--- src/rtl/frog_game_state_if.sv ---
// Frog game pins: VGA vsync and raw buttons in, grid positions and game status out.
interface frog_game_state_if;
    logic       vsync;
    logic       btn_up;
    logic       btn_down;
    logic       btn_left;
    logic       btn_right;
    logic [3:0] player_x;
    logic [3:0] player_y;
    logic [3:0] car_x;
    logic [3:0] car_y;
    logic [1:0] lives;
    logic [7:0] score;
    logic       hit;
    logic       game_over;

    modport master (
        output vsync, btn_up, btn_down, btn_left, btn_right,
        input  player_x, player_y, car_x, car_y, lives, score, hit, game_over
    );

    modport slave (
        input  vsync, btn_up, btn_down, btn_left, btn_right,
        output player_x, player_y, car_x, car_y, lives, score, hit, game_over
    );
endinterface

--- src/rtl/frog_game_state.sv ---
// Frog game-state engine: button moves, car motion, collision/goal, lives and score.
// All visible state changes on the edge closing the vsync-falling frame tick; outputs registered.
module frog_game_state #(
    parameter int GRID_W     = 16,
    parameter int GRID_H     = 12,
    parameter int START_X    = 7,
    parameter int START_Y    = 11,
    parameter int CAR_ROW    = 5,
    parameter int CAR_PERIOD = 8,
    parameter int HIT_FRAMES = 30,
    parameter int LIVES      = 3
) (
    input  logic               clk,
    input  logic               rst,
    frog_game_state_if.slave   bus
);
    localparam int FC_W = (CAR_PERIOD > 1) ? $clog2(CAR_PERIOD) : 1;
    localparam int HC_W = $clog2(HIT_FRAMES + 1);

    typedef enum logic [1:0] {ST_PLAY, ST_HIT, ST_OVER} state_e;
    typedef enum logic [1:0] {MV_UP, MV_DOWN, MV_LEFT, MV_RIGHT} move_e;

    state_e            state_q, state_d;
    move_e             pend_dir_q, pend_dir_d;
    logic              pend_vld_q, pend_vld_d;
    logic [3:0]        px_q, px_d, py_q, py_d, cx_q, cx_d;
    logic [1:0]        lives_q, lives_d;
    logic [7:0]        score_q, score_d;
    logic [FC_W-1:0]   fc_q, fc_d;
    logic [HC_W-1:0]   hc_q, hc_d;
    logic              vsync_q;
    logic [3:0]        btn_s1_q, btn_s2_q, btn_prev_q;
    logic [3:0]        btn_raw, press;
    logic              frame_tick;
    logic [3:0]        mx, my;

    // Bit order gives the priority up > down > left > right.
    assign btn_raw    = {bus.btn_right, bus.btn_left, bus.btn_down, bus.btn_up};
    assign press      = btn_s2_q & ~btn_prev_q;
    assign frame_tick = vsync_q & ~bus.vsync;

    always_comb begin
        state_d    = state_q;
        pend_vld_d = pend_vld_q;
        pend_dir_d = pend_dir_q;
        px_d       = px_q;
        py_d       = py_q;
        cx_d       = cx_q;
        lives_d    = lives_q;
        score_d    = score_q;
        fc_d       = fc_q;
        hc_d       = hc_q;
        mx         = px_q;
        my         = py_q;

        if (state_q != ST_PLAY || frame_tick) begin
            pend_vld_d = 1'b0;
        end else if (!pend_vld_q && |press) begin
            pend_vld_d = 1'b1;
            if (press[0])      pend_dir_d = MV_UP;
            else if (press[1]) pend_dir_d = MV_DOWN;
            else if (press[2]) pend_dir_d = MV_LEFT;
            else               pend_dir_d = MV_RIGHT;
        end

        if (frame_tick && state_q != ST_OVER) begin
            if (fc_q == FC_W'(CAR_PERIOD - 1)) begin
                fc_d = '0;
                cx_d = (cx_q == 4'(GRID_W - 1)) ? 4'd0 : cx_q + 4'd1;
            end else begin
                fc_d = fc_q + FC_W'(1);
            end

            if (pend_vld_q) begin
                case (pend_dir_q)
                    MV_UP:    if (py_q != 4'd0)            my = py_q - 4'd1;
                    MV_DOWN:  if (py_q != 4'(GRID_H - 1))  my = py_q + 4'd1;
                    MV_LEFT:  if (px_q != 4'd0)            mx = px_q - 4'd1;
                    default:  if (px_q != 4'(GRID_W - 1))  mx = px_q + 4'd1;
                endcase
            end

            case (state_q)
                ST_PLAY: begin
                    // Collision uses post-tick positions of both player and car.
                    if (mx == cx_d && my == 4'(CAR_ROW)) begin
                        px_d    = 4'(START_X);
                        py_d    = 4'(START_Y);
                        lives_d = (lives_q != 2'd0) ? lives_q - 2'd1 : 2'd0;
                        if (lives_q <= 2'd1) begin
                            state_d = ST_OVER;
                        end else begin
                            state_d = ST_HIT;
                            hc_d    = HC_W'(HIT_FRAMES);
                        end
                    end else if (my == 4'd0) begin
                        px_d    = 4'(START_X);
                        py_d    = 4'(START_Y);
                        score_d = (score_q == 8'hff) ? score_q : score_q + 8'd1;
                    end else begin
                        px_d = mx;
                        py_d = my;
                    end
                end
                ST_HIT: begin
                    hc_d = hc_q - HC_W'(1);
                    if (hc_q == HC_W'(1)) state_d = ST_PLAY;
                end
                default: ;
            endcase
        end
    end

    always_ff @(posedge clk) begin
        if (rst) begin
            state_q    <= ST_PLAY;
            pend_vld_q <= 1'b0;
            pend_dir_q <= MV_UP;
            px_q       <= 4'(START_X);
            py_q       <= 4'(START_Y);
            cx_q       <= 4'd0;
            lives_q    <= 2'(LIVES);
            score_q    <= 8'd0;
            fc_q       <= '0;
            hc_q       <= '0;
            vsync_q    <= 1'b0;
            btn_s1_q   <= 4'd0;
            btn_s2_q   <= 4'd0;
            btn_prev_q <= 4'd0;
        end else begin
            state_q    <= state_d;
            pend_vld_q <= pend_vld_d;
            pend_dir_q <= pend_dir_d;
            px_q       <= px_d;
            py_q       <= py_d;
            cx_q       <= cx_d;
            lives_q    <= lives_d;
            score_q    <= score_d;
            fc_q       <= fc_d;
            hc_q       <= hc_d;
            vsync_q    <= bus.vsync;
            btn_s1_q   <= btn_raw;
            btn_s2_q   <= btn_s1_q;
            btn_prev_q <= btn_s2_q;
        end
    end

    assign bus.player_x  = px_q;
    assign bus.player_y  = py_q;
    assign bus.car_x     = cx_q;
    assign bus.car_y     = 4'(CAR_ROW);
    assign bus.lives     = lives_q;
    assign bus.score     = score_q;
    assign bus.hit       = (state_q == ST_HIT);
    assign bus.game_over = (state_q == ST_OVER);
endmodule
--- src/flat_wrapper.sv ---
// flat-port wrapper written by rule: the top's interface ports become plain ports
module frog_game_state_flat 
#(
    parameter int GRID_W     = 16,
    parameter int GRID_H     = 12,
    parameter int START_X    = 7,
    parameter int START_Y    = 11,
    parameter int CAR_ROW    = 5,
    parameter int CAR_PERIOD = 8,
    parameter int HIT_FRAMES = 30,
    parameter int LIVES      = 3
)
  (clk, rst, bus_vsync, bus_btn_up, bus_btn_down, bus_btn_left, bus_btn_right, bus_player_x, bus_player_y, bus_car_x, bus_car_y, bus_lives, bus_score, bus_hit, bus_game_over);
  frog_game_state_if bus_i ();
  input  logic clk;
  input  logic rst;
  input wire logic [$bits(bus_i.vsync)-1:0] bus_vsync;
  input wire logic [$bits(bus_i.btn_up)-1:0] bus_btn_up;
  input wire logic [$bits(bus_i.btn_down)-1:0] bus_btn_down;
  input wire logic [$bits(bus_i.btn_left)-1:0] bus_btn_left;
  input wire logic [$bits(bus_i.btn_right)-1:0] bus_btn_right;
  output wire logic [$bits(bus_i.player_x)-1:0] bus_player_x;
  output wire logic [$bits(bus_i.player_y)-1:0] bus_player_y;
  output wire logic [$bits(bus_i.car_x)-1:0] bus_car_x;
  output wire logic [$bits(bus_i.car_y)-1:0] bus_car_y;
  output wire logic [$bits(bus_i.lives)-1:0] bus_lives;
  output wire logic [$bits(bus_i.score)-1:0] bus_score;
  output wire logic [$bits(bus_i.hit)-1:0] bus_hit;
  output wire logic [$bits(bus_i.game_over)-1:0] bus_game_over;
  assign bus_i.vsync = bus_vsync;
  assign bus_i.btn_up = bus_btn_up;
  assign bus_i.btn_down = bus_btn_down;
  assign bus_i.btn_left = bus_btn_left;
  assign bus_i.btn_right = bus_btn_right;
  assign bus_player_x = bus_i.player_x;
  assign bus_player_y = bus_i.player_y;
  assign bus_car_x = bus_i.car_x;
  assign bus_car_y = bus_i.car_y;
  assign bus_lives = bus_i.lives;
  assign bus_score = bus_i.score;
  assign bus_hit = bus_i.hit;
  assign bus_game_over = bus_i.game_over;
  frog_game_state #(.GRID_W(GRID_W), .GRID_H(GRID_H), .START_X(START_X), .START_Y(START_Y), .CAR_ROW(CAR_ROW), .CAR_PERIOD(CAR_PERIOD), .HIT_FRAMES(HIT_FRAMES), .LIVES(LIVES)) u_core (.clk(clk), .rst(rst), .bus(bus_i));
endmodule
--- config.mk ---
export PLATFORM = sky130hd
export DESIGN_NAME = frog_game_state_flat
export DESIGN_NICKNAME = d
export VERILOG_FILES = /design/src/rtl/frog_game_state_if.sv /design/src/rtl/frog_game_state.sv /design/src/flat_wrapper.sv
export SDC_FILE = /design/constraint.sdc
export NUM_CORES = 1
export LEC_CHECK = 0
export CAP_MARGIN = 30
export CORE_MARGIN = 2
export CORE_UTILIZATION = 30
export CTS_BUF_LIST = sky130_fd_sc_hd__clkbuf_4 sky130_fd_sc_hd__clkbuf_8
export DETAILED_ROUTE_END_ITERATION = 8
export DONT_BUFFER_PORTS = 1
export REMOVE_ABC_BUFFERS = 1
export SYNTH_ARGS = -nofsm -noshare
export SYNTH_HDL_FRONTEND = slang
export SYNTH_SLANG_ARGS = --single-unit
--- constraint.sdc ---
create_clock -name clk -period 3.2 [get_ports clk]
set_input_delay 0.8 -clock clk [delete_from_list [all_inputs] [get_ports clk]]
set_output_delay 0.8 -clock clk [all_outputs]
set_load 0.005 [all_outputs]
==> summary by stage <==
Run status
The flow ran to the end, and the final reports show no timing, DRC or antenna violations.

Finish
The total inserted antenna cells is 0. The area growth from synthesis to layout is 8.18%. The core occupancy in the finished layout is 33.6%.

Leaving out filler cells and counting taps, the final layout contains 442. Cells with a size suffix above 1 make up 7.19% of the layout. At the end of the flow, the number of nets in the layout was 350. The final design instance area without fill is 0.00295 sq mm.

Timing
The max-slew violation total from the final report was 0. The worst clock skew is 0.00756 ns. The final hold violation count is 0. Summed over all failing endpoints, the final setup total negative slack is 0 ns. The transition time at the pin with the least slew margin is 0.883 ns.

Of the available clock period, the critical path in the final layout requires 89.4%. Setup repair after global routing left no endpoint under its margin. In this run the tightest slew margin relative to its limit is 40.6%. The smallest clock period supported by the final layout is computed as 2.86 ns. Across all hold checks on the routed design, the worst slack comes to 0.446 ns. Setup violations remaining at the end of the flow were counted as 0.

Derived from the worst setup path, the maximum achievable clock frequency is 349 MHz.

Logic synthesis
After technology mapping, the gate count stands at 337. Counting distinct cell types in the post-synthesis netlist gives 55. Dividing the synthesized area by the synthesized cell count gives 8.08 sq um.

The post-synthesis sequential area ratio is 35.3%. The total of warnings raised by yosys is 0. Yosys mapped a number of flops with a built-in enable equal to 0. Among all flip-flop cells after synthesis, the most frequent one is dfxtp_1.

After synthesis the cells add up to 0.00272 sq mm. In this run, synthesis produced a sequential element count of 48. The fraction of registers with async set or reset after synthesis is 0%.

Setup path
Of all nets on the critical path, the largest fanout is 8. The startpoint kind of the worst setup timing path is a flop. The required time at the endpoint of the critical path is 3.40 ns.

The worst setup path is captured at a flop. Across all register-to-register paths, the minimum setup slack is 0.34 ns. The worst setup path is of the reg2reg kind.

At the worst endpoint, the arrival time is 3.06 ns.

Placement
The final estimated routing congestion in global placement is 0.810. The HPWL after detailed placement is 4.33 mm. The quantity of I/O buffers inserted on ports is 0.

In this run, placement finished with an instance count of 434. Summing all placed instances gives a cell area of 0.00281 sq mm.

Clock network
The cts-stage hold buffer count is 0. The clock root buffer is clkbuf_8. For this design, the sink count on the clock tree is 48.

Counting along the longest clock path gives a buffer depth of 2. The clock latency reported for the late side of the worst-skew pair is 0.30 ns. Clock-pin slew was measured on the worst setup and hold paths at 0.09 ns. TritonCTS built the clock tree. The H-tree depth reported by CTS is 2. The TritonCTS buffer count is 5.

Drt
The routed design has 5.85 mm of wire. The initial detailed-routing violation count is 142. The DRC violations left is 0. The first detailed-routing pass took 4 iterations. Dividing the detail-routed wire length by the instance count gives 13.2 microns.

Across all layers, the routed design uses 2309 vias. The number of nets with antenna violations after detailed routing is 0. Using the TritonRoute via totals, the vias-per-cell ratio works out to 5.22.

Floorplanning
The horizontal die dimension is 99.3 microns. The effective utilization at floorplan is 31.1%. The overall die area is 0.00985 sq mm. The number of top-level pins is 35. The floorplan has 34 rows. The core region is 0.00876 sq mm. The die outline height is 99.3 microns.

Power
The total leakage power is 0.00112 uW. IR analysis of the VDD net gives a maximum drop of 0.000156 V. The power per cell area is 406 mW/mm^2.

Global route
The global-route wire length before repair is 10.1 mm. Global routing consumed, on the met1 layer, 16.5% of the routing resources. The global routing usage on met2 is 18.8%. The busiest metal layer after global routing is met2.

For this run, global-route usage on met3 was measured as 3.65%. For this run the aggregate overflow at the end of global routing stands at 0. The via count of the first global-routing pass is 2114. The pin count of the biggest net entering global routing is 42.

The number of antenna violations at the first check in global routing is 0. For this run, the total global-route usage over all layers was measured as 12.3%.

Min path
The path class of the tightest hold or removal check is reg2reg.

Flow run
The number of max-cap violations is 0.
==> worst max-delay path, cell delays in order (launching register included) <==
cell     delay (ns)
dfxtp_1        0.41
inv_1          0.13
ha_1           0.22
nor3b_1        0.35
o22ai_1        0.20
xnor2_1        0.18
a221o_1        0.39
nor4_2         0.40
nand3_2        0.20
a41o_1         0.27
==> synth_stat cells (3+ instances only) <==
cell       n  share of area, %
a211oi_1   5               1.4
a21o_1     3              0.83
a21oi_1   14               2.6
a311oi_1   3              0.97
and3_1     5               1.1
buf_4      4               1.1
clkbuf_1  11               1.5
dfxtp_1   48                35
ha_1      10               4.6
inv_1     16               2.2
mux2_2     3               1.2
mux2i_1    6               2.2
nand2_1   27               3.7
nand2b_1   6               1.4
nand3_1   16               2.9
nand3b_1   4               1.1
nand4_1    5               1.1
nor2_1    36               5.0
nor2b_1   22               5.1
nor3_1    15               2.8
nor3b_1    3              0.83
o21ai_0   18               3.3
o21ai_1    5              0.92
xnor2_1    9               2.9
==> area by class of cell <==
type | instances | area, sq um
Multi-Input combinational cell | 257 | 1630
Sequential cell | 48 | 961
Inverter | 16 | 60.1
Fill cell | 929 | 5820
Clock buffer | 6 | 82.6
Tap cell | 108 | 135
Clock inverter | 2 | 38.8
Timing Repair Buffer | 5 | 37.5
==> registers in the layout (all words and copies together), names as in the netlist <==
name and flops:
u_core.bus.lives 2, u_core.vsync_q 1, u_core.btn_s1_q 4, u_core.hc_q 5, u_core.fc_q 3, u_core.pend_dir_q 2
u_core.bus.player_y 4, u_core.pend_vld_q 1, u_core.btn_s2_q 4, u_core.bus.player_x 4, u_core.bus.score 8, u_core.btn_prev_q 4
u_core.bus.car_x 4, u_core.state_q 2
==> final timing paths <==
check / endpoint / cells past startpoint / startpoint
setup / recovery: u_core.hc_q[0]$_SDFFE_PP0P_ / 9 / u_core.bus.player_x[0]$_SDFFE_PP1P_
hold / removal: u_core.btn_s2_q[1]$_SDFF_PP0_ / 1 / u_core.btn_s1_q[1]$_SDFF_PP0_
setup reg to reg: u_core.hc_q[0]$_SDFFE_PP0P_ / 9 / u_core.bus.player_x[0]$_SDFFE_PP1P_
hold reg to reg: u_core.btn_s2_q[1]$_SDFF_PP0_ / 1 / u_core.btn_s1_q[1]$_SDFF_PP0_
==> kinds of logic (layout without fill, tap and decap cells) <==
family                   after synthesis  in the layout  share of synthesized area (%)
multiplexers                           9              9                           3.45
other                                  2              4                          0.276
AO/OA/AOI/OAI                         71             71                           17.6
XOR/XNOR                              11             11                           3.54
adder cells (fa/ha/maj)               10             10                           4.60
flip-flops                            48             48                           35.3
AND/OR/NAND/NOR                      152            152                           29.6
buffers and inverters                 34             29                           5.61
==> timing repair <==
| item | in CTS | in global routing |
|---|---|---|
| gates resized for setup | 0 | 2 |
| setup endpoints to repair | 0 | 1 |
| setup buffers | 0 | 0 |
==> report_power, final <==
part | switching [uW] | total, uW | internal (uW) | leakage (uW)
Sequential | 21.6 | 634 | 612 | 0.000390
Clock | 206 | 461 | 256 | 0.0000614
Combinational | 56.1 | 99.8 | 43.7 | 0.000665
==> stage by stage <==
stage / setup WS, ns / total power, uW
2_1_floorplan: 0.683 / 720
3_3_place_gp: 0.444 / 743
3_5_place_dp: 0.289 / 746
4_1_cts: 0.269 / 1210
5_1_grt: 0.158 / 1250
6_report: 0.339 / 1190
==> layer usage <==
| metal | wire, microns | share of wire, % |
|---|---|---|
| met5 | 0 | 0 |
| met2 | 2590 | 44 |
| met4 | 93 | 1.6 |
| met1 | 2850 | 49 |
| met3 | 322 | 5.5 |
==> cell usage in the layout, fill, tap and decap left out, types with 5 or more instances in the layout <==
cell type	instances
nand3_1	16
a21oi_1	14
dfxtp_1	48
nor3_1	15
o21ai_1	5
buf_4	5
nand2_1	27
o21ai_0	18
xnor2_1	9
nand2b_1	6
ha_1	10
nand4_1	5
and3_1	5
mux2i_1	6
nor2_1	36
clkbuf_8	6
inv_1	16
nor2b_1	22
(Power assumes the default switching activity.)
